--- config.mk ---
export PLATFORM = sky130hd
export DESIGN_NAME = dcache_controller
export DESIGN_NICKNAME = d
export VERILOG_FILES = /design/src/rtl/dcache_controller.sv
export SDC_FILE = /design/constraint.sdc
export NUM_CORES = 2
export LEC_CHECK = 0
export CAP_MARGIN = 20
export CORE_MARGIN = 2
export CORE_UTILIZATION = 50
export CTS_CLUSTER_SIZE = 40
export DETAILED_ROUTE_END_ITERATION = 10
export GPL_ROUTABILITY_DRIVEN = 0
export PLACE_DENSITY = 0.65
export SLEW_MARGIN = 10
export SYNTH_ARGS = -nofsm -noshare
export SYNTH_HDL_FRONTEND = slang
export SYNTH_SLANG_ARGS = --single-unit
--- constraint.sdc ---
create_clock -name clk -period 6.95 [get_ports clk]
set_input_delay 1.39 -clock clk [delete_from_list [all_inputs] [get_ports clk]]
set_output_delay 1.39 -clock clk [all_outputs]
set_load 0.01 [all_outputs]
--- src/rtl/dcache_controller.sv ---
// dcache_controller
//   Direct-mapped, write-back, write-allocate data cache. It sits between the
//   memory-access stage and main data memory. Lines are 128 bits (4 words).
//   A miss fetches the whole block. If the victim line is dirty, it is written
//   back first. A single-cycle flush request writes back every dirty line and
//   then invalidates the whole cache.
//
// Ports
//   clk, reset           rising-edge clock, asynchronous active-low reset
//   read, write          CPU load/store request (held until busywait is low)
//   address              CPU byte address: [3:2] word, [3+IB:4] index, [31:4+IB] tag
//   byte_en, writedata   store lanes and data
//   readdata, busywait   load data (same cycle on a hit) and CPU stall
//   flush, flush_done    flush request (ignored unless idle) / completion pulse
//   mem_read, mem_write  registered block requests, held stable until completion
//   mem_address          block address (byte address >> 4)
//   mem_writedata        victim block, word 0 in [31:0]
//   mem_readdata         fetched block, word 0 in [31:0]
//   mem_busywait         memory busy; low at an edge completes the request
module dcache_controller #(
   parameter int INDEX_BITS  = 3,
   parameter int MEM_REQ_MIN = 1
) (
   input  logic         clk,
   input  logic         reset,
   input  logic         read,
   input  logic         write,
   input  logic [31:0]  address,
   input  logic [3:0]   byte_en,
   input  logic [31:0]  writedata,
   output logic [31:0]  readdata,
   output logic         busywait,
   input  logic         flush,
   output logic         flush_done,
   output logic         mem_read,
   output logic         mem_write,
   output logic [27:0]  mem_address,
   output logic [127:0] mem_writedata,
   input  logic [127:0] mem_readdata,
   input  logic         mem_busywait
);

   localparam int LINES = 1 << INDEX_BITS;
   localparam int TAG_W = 28 - INDEX_BITS;
   localparam logic [INDEX_BITS:0] SCAN_END   = (INDEX_BITS+1)'(LINES);
   localparam logic [7:0]          REQ_MIN_M1 = 8'(MEM_REQ_MIN - 1);

   typedef enum logic [2:0] {
      IDLE, WRITE_BACK, MEM_READ, FILL, FLUSH_SCAN, FLUSH_WB, FLUSH_DONE
   } state_t;

   state_t state, state_nxt;

   logic [127:0]      data_arr [LINES];
   logic [TAG_W-1:0]  tag_arr  [LINES];
   logic [LINES-1:0]  valid, dirty;
   logic [127:0]      fill_buf;
   logic [INDEX_BITS:0] scan_idx;
   logic [7:0]        req_cnt;

   logic [1:0]            word_sel;
   logic [INDEX_BITS-1:0] idx, scan_line;
   logic [TAG_W-1:0]      tag;
   logic                  hit, req_done, scan_last;
   logic [31:0]           cur_word, merged_word;
   logic                  unused_addr;

   logic do_write_hit, do_fill, do_inval, scan_adv, scan_start;
   logic issue_wb, issue_rd, issue_fwb, latch_fill, req_end;

   assign word_sel    = address[3:2];
   assign idx         = address[3+INDEX_BITS:4];
   assign tag         = address[31:4+INDEX_BITS];
   assign unused_addr = ^address[1:0];
   assign scan_line   = scan_idx[INDEX_BITS-1:0];
   assign scan_last   = (scan_idx + 1'b1) == SCAN_END;

   assign hit      = valid[idx] && (tag_arr[idx] == tag);
   assign cur_word = data_arr[idx][{word_sel, 5'b0} +: 32];
   // A request may only complete once it has been held MEM_REQ_MIN cycles.
   assign req_done = !mem_busywait && (req_cnt >= REQ_MIN_M1);

   always_comb begin
      merged_word = cur_word;
      for (int b = 0; b < 4; b++)
         if (byte_en[b]) merged_word[8*b +: 8] = writedata[8*b +: 8];
   end

   always_ff @(posedge clk or negedge reset) begin
      if (!reset) state <= IDLE;
      else        state <= state_nxt;
   end

   always_comb begin
      state_nxt    = state;
      busywait     = 1'b1;
      readdata     = '0;
      flush_done   = 1'b0;
      do_write_hit = 1'b0;
      do_fill      = 1'b0;
      do_inval     = 1'b0;
      scan_adv     = 1'b0;
      scan_start   = 1'b0;
      issue_wb     = 1'b0;
      issue_rd     = 1'b0;
      issue_fwb    = 1'b0;
      latch_fill   = 1'b0;
      req_end      = 1'b0;
      case (state)
         IDLE: begin
            busywait = 1'b0;
            if (flush) begin
               // flush wins; a coincident access stays stalled and replays
               busywait   = 1'b1;
               scan_start = 1'b1;
               state_nxt  = FLUSH_SCAN;
            end else if ((read || write) && !hit) begin
               busywait = 1'b1;
               if (valid[idx] && dirty[idx]) begin
                  issue_wb  = 1'b1;
                  state_nxt = WRITE_BACK;
               end else begin
                  issue_rd  = 1'b1;
                  state_nxt = MEM_READ;
               end
            end else if (read) begin
               readdata = cur_word;
            end else if (write) begin
               do_write_hit = 1'b1;
            end
         end
         WRITE_BACK: if (req_done) begin
            issue_rd  = 1'b1;
            state_nxt = MEM_READ;
         end
         MEM_READ: if (req_done) begin
            latch_fill = 1'b1;
            req_end    = 1'b1;
            state_nxt  = FILL;
         end
         FILL: begin
            do_fill   = 1'b1;
            state_nxt = IDLE;
         end
         FLUSH_SCAN: begin
            if (valid[scan_line] && dirty[scan_line]) begin
               issue_fwb = 1'b1;
               state_nxt = FLUSH_WB;
            end else begin
               do_inval  = 1'b1;
               scan_adv  = 1'b1;
               state_nxt = scan_last ? FLUSH_DONE : FLUSH_SCAN;
            end
         end
         FLUSH_WB: if (req_done) begin
            req_end   = 1'b1;
            do_inval  = 1'b1;
            scan_adv  = 1'b1;
            state_nxt = scan_last ? FLUSH_DONE : FLUSH_SCAN;
         end
         FLUSH_DONE: begin
            flush_done = 1'b1;
            state_nxt  = IDLE;
         end
         default: state_nxt = IDLE;
      endcase
   end

   // control state, status bits and registered memory request
   always_ff @(posedge clk or negedge reset) begin
      if (!reset) begin
         valid         <= '0;
         dirty         <= '0;
         scan_idx      <= '0;
         req_cnt       <= '0;
         fill_buf      <= '0;
         mem_read      <= 1'b0;
         mem_write     <= 1'b0;
         mem_address   <= '0;
         mem_writedata <= '0;
      end else begin
         // counts cycles spent in the current state; restarts on every change
         if (state_nxt != state)  req_cnt <= '0;
         else if (req_cnt != '1)  req_cnt <= req_cnt + 8'd1;

         if (scan_start)    scan_idx <= '0;
         else if (scan_adv) scan_idx <= scan_idx + 1'b1;

         if (latch_fill) fill_buf <= mem_readdata;

         if (do_fill) begin
            valid[idx] <= 1'b1;
            dirty[idx] <= 1'b0;
         end
         if (do_write_hit) dirty[idx] <= 1'b1;
         if (do_inval) begin
            valid[scan_line] <= 1'b0;
            dirty[scan_line] <= 1'b0;
         end

         if (issue_wb) begin
            mem_write     <= 1'b1;
            mem_read      <= 1'b0;
            mem_address   <= {tag_arr[idx], idx};
            mem_writedata <= data_arr[idx];
         end else if (issue_fwb) begin
            mem_write     <= 1'b1;
            mem_read      <= 1'b0;
            mem_address   <= {tag_arr[scan_line], scan_line};
            mem_writedata <= data_arr[scan_line];
         end else if (issue_rd) begin
            mem_write     <= 1'b0;
            mem_read      <= 1'b1;
            mem_address   <= address[31:4];
            mem_writedata <= '0;
         end else if (req_end) begin
            mem_write     <= 1'b0;
            mem_read      <= 1'b0;
            mem_address   <= '0;
            mem_writedata <= '0;
         end
      end
   end

   // line storage carries no reset; valid bits guard its contents
   always_ff @(posedge clk) begin
      if (do_fill) begin
         data_arr[idx] <= fill_buf;
         tag_arr[idx]  <= tag;
      end else if (do_write_hit) begin
         data_arr[idx][{word_sel, 5'b0} +: 32] <= merged_word;
      end
   end

endmodule

# Word-level counts from Yosys, hierarchy flattened
# Memory sizes are Yosys's and may differ from the RTL's.
# Cells that the tools add are included.
# totals
register_bits,317
ram_bits,1224
out_inout_bits,192
n_memories,2
# op_classes
addsub,3
order_cmp,5
eq_ne,10
shift,3
muxes,213
bitwise_logic,135
reduce_logical,15
# mem_list
name,depth,word_bits,rd,rd_clocked_by_memory_dff,write_ports,line_no,source
data_arr,8,128,2,0,1,54,logic [127:0] data_arr [LINES];
tag_arr,8,25,2,0,1,55,logic [TAG_W-1:0] tag_arr [LINES];
# op_table
op,count
$mux W128,5
$mux W1,170
$mux W32,4
$or A1 B1 Y1,128
$shift A32 B9 Y128 const A,1
$shiftx A128 B8 Y32,1
$shiftx A32 B9 Y128,1
$mux W28,4
$mux W8,11
$eq A25 B25 Y1,1
$and A8 B8 Y8,3
$not A8 Y8,2
$or A8 B8 Y8,2
$mux W3,5
$pmux W3 S5,1
$bmux W1 S3,4
$eq A3 B3 Y1 const B,3
$neg A7 Y9,1
$add A8 B1 Y8 const B,1
$ge A8 B1 Y1 const B,1
$lt A3 B4 Y1 const B,2
$mux W4,2
$ne A8 B8 Y1 const B,1
$logic_and A1 B1 Y1,7
15 further kinds,23

# Logic depth before layout (Yosys ltp)
# depth
ltp_word,12
depth_mapped,15
mapped_depth_nobuf,9

# Worst setup path after synthesis
# OpenSTA, ideal clock, no wires.
# synth_timing
kind,input-to-reg
start,in address[6]
end,mem data_arr[5][100] (enable)
setup_ns,0.421
t_arrival_ns,4.934
path_slack_ns,1.595
path_stages,14
path_buffers,5
path_cell_list,buf_2 > buf_6 > buf_6 > mux4_2 > mux2i_1 > xor2_1 > nand3_1 > nor4_1 > and4_4 > buf_6 > nand3_1 > and2_1 > clkbuf_1 > nor2_1
# synth_via
elab_chain_cells,12
word_cells_on_any_way,14
classes_between,eq/ne (1); mux (8); bitwise (1); reduce/logical (3); memory (1)
# synth_lines
element,line_no,source
from (decl),28,"input logic [31:0] address,"
$mem_v2 Z8 W25 / $bmux W1 S3 (equally long branches),--,
$eq A25 B25 Y1 / $mux W1 (equally long branches),78,assign hit = valid[idx] && (tag_arr[idx] == tag);
$logic_and A1 B1 Y1,78,
$logic_not A1 Y1,117,end else if ((read || write) && !hit) begin
$logic_and A1 B1 Y1,117,
$mux W1,117,
$mux W1,112,if (flush) begin
$mux W1,109,case (state)
$mux W1,230,end else if (do_write_hit) begin
$mux W1,227,if (do_fill) begin
$mux W128 (not written as such),231,"data_arr[idx][{word_sel, 5'b0} +: 32] <= merged_word;"
$or A1 B1 Y1 (no source line),--,
to (decl),54,
# Several ways; a longest one is shown, not always the timed one. The select of a mux whose other input is x is not followed.

# Final worst setup path
# layout_timing
start,in address[6]
end,out readdata[14]
# layout_via
elab_chain_cells,8
word_cells_on_any_way,13
classes_between,eq/ne (1); shift (1); mux (6); reduce/logical (3); memory (2)
# layout_lines
element,line_no,source
branches (longest 5 deep; another with $mem_v2 Z8 W128),--,
$mux W32 (*),117,
$mux W32 (*),112,
$mux W32 (*),109,
to (decl),31,"output logic [31:0] readdata,"
# Mark *: on every way between the ends. The select of a mux whose other input is x is not followed.

==> key figures <==
Status
  • Run status: completed

CTS
  • Clock buffer depth: 3
  • Clk sinks: 1533
  • H-tree levels: 4
  • TritonCTS Buffers: 158
  • Clock transition at the registers of the reported paths: 0.06 ns
  • Post-CTS Setup Bufs: 0
  • Skew-Pair Late Insertion Delay: 0.80 ns
  • CTS tree: yes
  • CTS Hold Buffers Added: 0
  • Post-CTS sizing: 0
  • CTS root buffer: clkbuf_16

Critical path
  • R2R Path Start: scan_idx[1]$_DFFE_PN0P_
  • CP Launch Point: address[6]
  • CP arrival: 5.16 ns
  • Startpoint Class: input port
  • CP endpoint: readdata[14]
  • R2R cell count: 9
  • Critical path class: in -> out
  • Reg2reg end: mem_writedata[62]$_DFFE_PN0P_
  • Crit path capture type: output pin
  • Critical path peak fanout: 40
  • R2R setup slack: 2.44 ns
  • CP required: 5.56 ns

Place
  • Placed cell count: 6812
  • Placed cell area: 73300 µm²
  • Post-DP HPWL: 155 mm
  • Port Buffers: 391

Floorplan
  • Starting density of the core: 0.503
  • Die Span Y: 368 µm
  • I/O pin cnt: 394
  • Core area: 131000 µm²
  • Die X: 368 µm
  • FP Rows: 133
  • Die ar.: 135000 µm²

Route
  • Vias: 51124
  • Routed WL per cell: 36.3 µm
  • WL final: 258 mm
  • DR pass1 iterations: 9
  • Initial DRC Count: 8162
  • Routed Antenna Nets: 0
  • Vias per Instance: 7.19
  • # DRC: 0

Logic synthesis
  • Post-synth EDFFs: 1224
  • Synth Net Count: 5084
  • Number of synthesized register bits: 1533
  • Synth unique cells: 67
  • Synth top cells by count: edfxtp_1, a22oi_1, o22ai_1
  • Dominant synthesized flop cell: edfxtp_1
  • Post-synth top area cell: edfxtp_1
  • Yosys warns: 0
  • Post-synth ARST share: 0.202
  • Synth top area share: 0.556
  • Most numerous cell in the Yosys netlist: edfxtp_1
  • Post-Synthesis Cells: 4875
  • Synth area leaders: edfxtp_1, dfrtp_1, a22oi_1
  • Sequential area share after synthesis: 0.673
  • Mapped Area: 66100 µm²
  • Syn_area_per_cell: 13.6 µm²

Power
  • Lkg Pwr: 28.1 nW
  • Peak supply drop: 0.000379 V
  • P per Cell Area: 343 nW/µm²

Timing
  • Clock Skews: 0.0375 ns
  • Setup TNS: 0 ns
  • Setup violators final: 0
  • Final period util: 0.943
  • Min Clock Period, post-route: 6.55 ns
  • Final-report hold violation count: 0
  • Final Max Tran Viols: 0
  • Slew HR: 0.141
  • Fmax: 153 MHz
  • RSZ-0062 raised after global routing: no
  • Worst-margin pin slew: 1.25 ns

Layout
  • FILL cells: 9998
  • Final Non-Filler Cells: 7114
  • Final net count: 5427
  • Fin area: 78400 µm²
  • Multi-input gate area: 20200 µm²
  • Layout area overhead: 18.7%
  • Register area: 44500 µm²
  • Final Util: 0.597
  • Share of layout cells above drive strength 1: 0.117

GRT
  • Largest net degree at the start of global routing: 129
  • First-pass GRT wire length: 360 mm
  • Initial antenna violation count: 19
  • GRT Total Usage: 0.376
  • Vias in the first global route: 48671
  • Remaining global-route overflow: 0

Min path
  • Hold/Removal Path Class: reg -> reg

Job
  • MaxCap Viol Count: 0
## power breakdown
group	leakage [nW]	internal, mW	switching, mW
sequential	15.2	11.3	0.612
combinational	10.4	2.06	4.47
clock	2.52	4.88	3.54
## layout by cell type, fill, tap and decap left out, types with 16 or more instances in the layout
cell                n
a221oi_1           18
nor2_1            160
nor2_4             34
and3_1             35
buf_4             154
clkinv_1           20
clkbuf_1           42
clkbuf_16         163
mux4_2             69
clkbuf_8           19
dfrtp_1           309
nor3_1            133
clkdlybuf4s50_1   386
mux2_2             16
a21o_1            129
o21ai_0            33
clkinv_2           28
a221o_1           150
a21oi_1            36
edfxtp_1         1224
or4_1             128
nand3_1            19
nand4_1           127
o22ai_1           521
mux2i_1            90
nand2_1           460
buf_12             63
a22oi_1           565
## layout make-up
class | instances | share of cell area
Inverter | 12 | 0.000574
Tap cell | 1755 | 0.0280
Timing Repair Buffer | 606 | 0.0805
Antenna cell | 10 | 0.000319
Sequential cell | 1533 | 0.567
Clock buffer | 224 | 0.0574
Clock inverter | 67 | 0.00790
Multi-Input combinational cell | 2907 | 0.258
## through the flow
step	worst slack [ns]	hold WS, ns	total power, mW
after floorplan	1.60	0.446	15.3
after global placement	0.564	0.462	18.2
after detailed placement	0.534	0.464	18.4
after CTS	0.507	0.479	26.6
after global routing	0.335	0.495	27.6
final	0.398	0.478	26.9
## layer usage
layer  vias up  global-route usage  share of wire
met5         -                   0        0.00057
met4        20               0.195          0.059
met3       782               0.150           0.17
met2      4521               0.532           0.42
met1     25259               0.498           0.35
li1      20542                   -              -
## how the worst min path moves through the flow
stage / from / end / slack (ns) / cells after the start
after floorplan: fill_buf[0]$_DFFE_PN0P_ / fill_buf[0]$_DFFE_PN0P_ / 0.45 / 2
after global placement: fill_buf[123]$_DFFE_PN0P_ / fill_buf[123]$_DFFE_PN0P_ / 0.46 / 2
after detailed placement: fill_buf[119]$_DFFE_PN0P_ / fill_buf[119]$_DFFE_PN0P_ / 0.46 / 2
after CTS: fill_buf[51]$_DFFE_PN0P_ / fill_buf[51]$_DFFE_PN0P_ / 0.48 / 2
after global routing: fill_buf[119]$_DFFE_PN0P_ / fill_buf[119]$_DFFE_PN0P_ / 0.50 / 2
final: mem_read$_DFFE_PN0P_ / mem_read$_DFFE_PN0P_ / 0.48 / 1
## sequential cells by signal, indices dropped and copies added (netlist names), 4 cells and up
name / cells
scan_idx: 4
tag_arr: 200
valid: 8
mem_address: 28
fill_buf: 128
mem_writedata: 128
dirty: 8
data_arr: 1024
## cell families (layout without fill, tap and decap cells)
| kind of cell | count (synthesis) | after routing | synth area share |
|---|---|---|---|
| fa+ha+maj | 7 | 7 | 0.00133 |
| mux | 185 | 185 | 0.0415 |
| flops | 1533 | 1533 | 0.673 |
| compound gates | 1511 | 1511 | 0.166 |
| other cells | 0 | 10 | 0 |
| buf+inv | 435 | 909 | 0.0276 |
| simple gates | 1184 | 1184 | 0.0874 |
| xor+xnor | 20 | 20 | 0.00265 |
## worst max-delay path, cell delays in order
cell and delay [ns]:
buf_4 0.44, buf_4 0.33, clkinv_1 0.23, buf_4 0.23, nor3_4 0.29, buf_12 0.28, buf_12 0.33, a22oi_1 0.15
nand4_1 0.28, mux4_2 0.42, and3_1 0.18, clkdlybuf4s50_1 0.53
(Power assumes the default switching activity.)
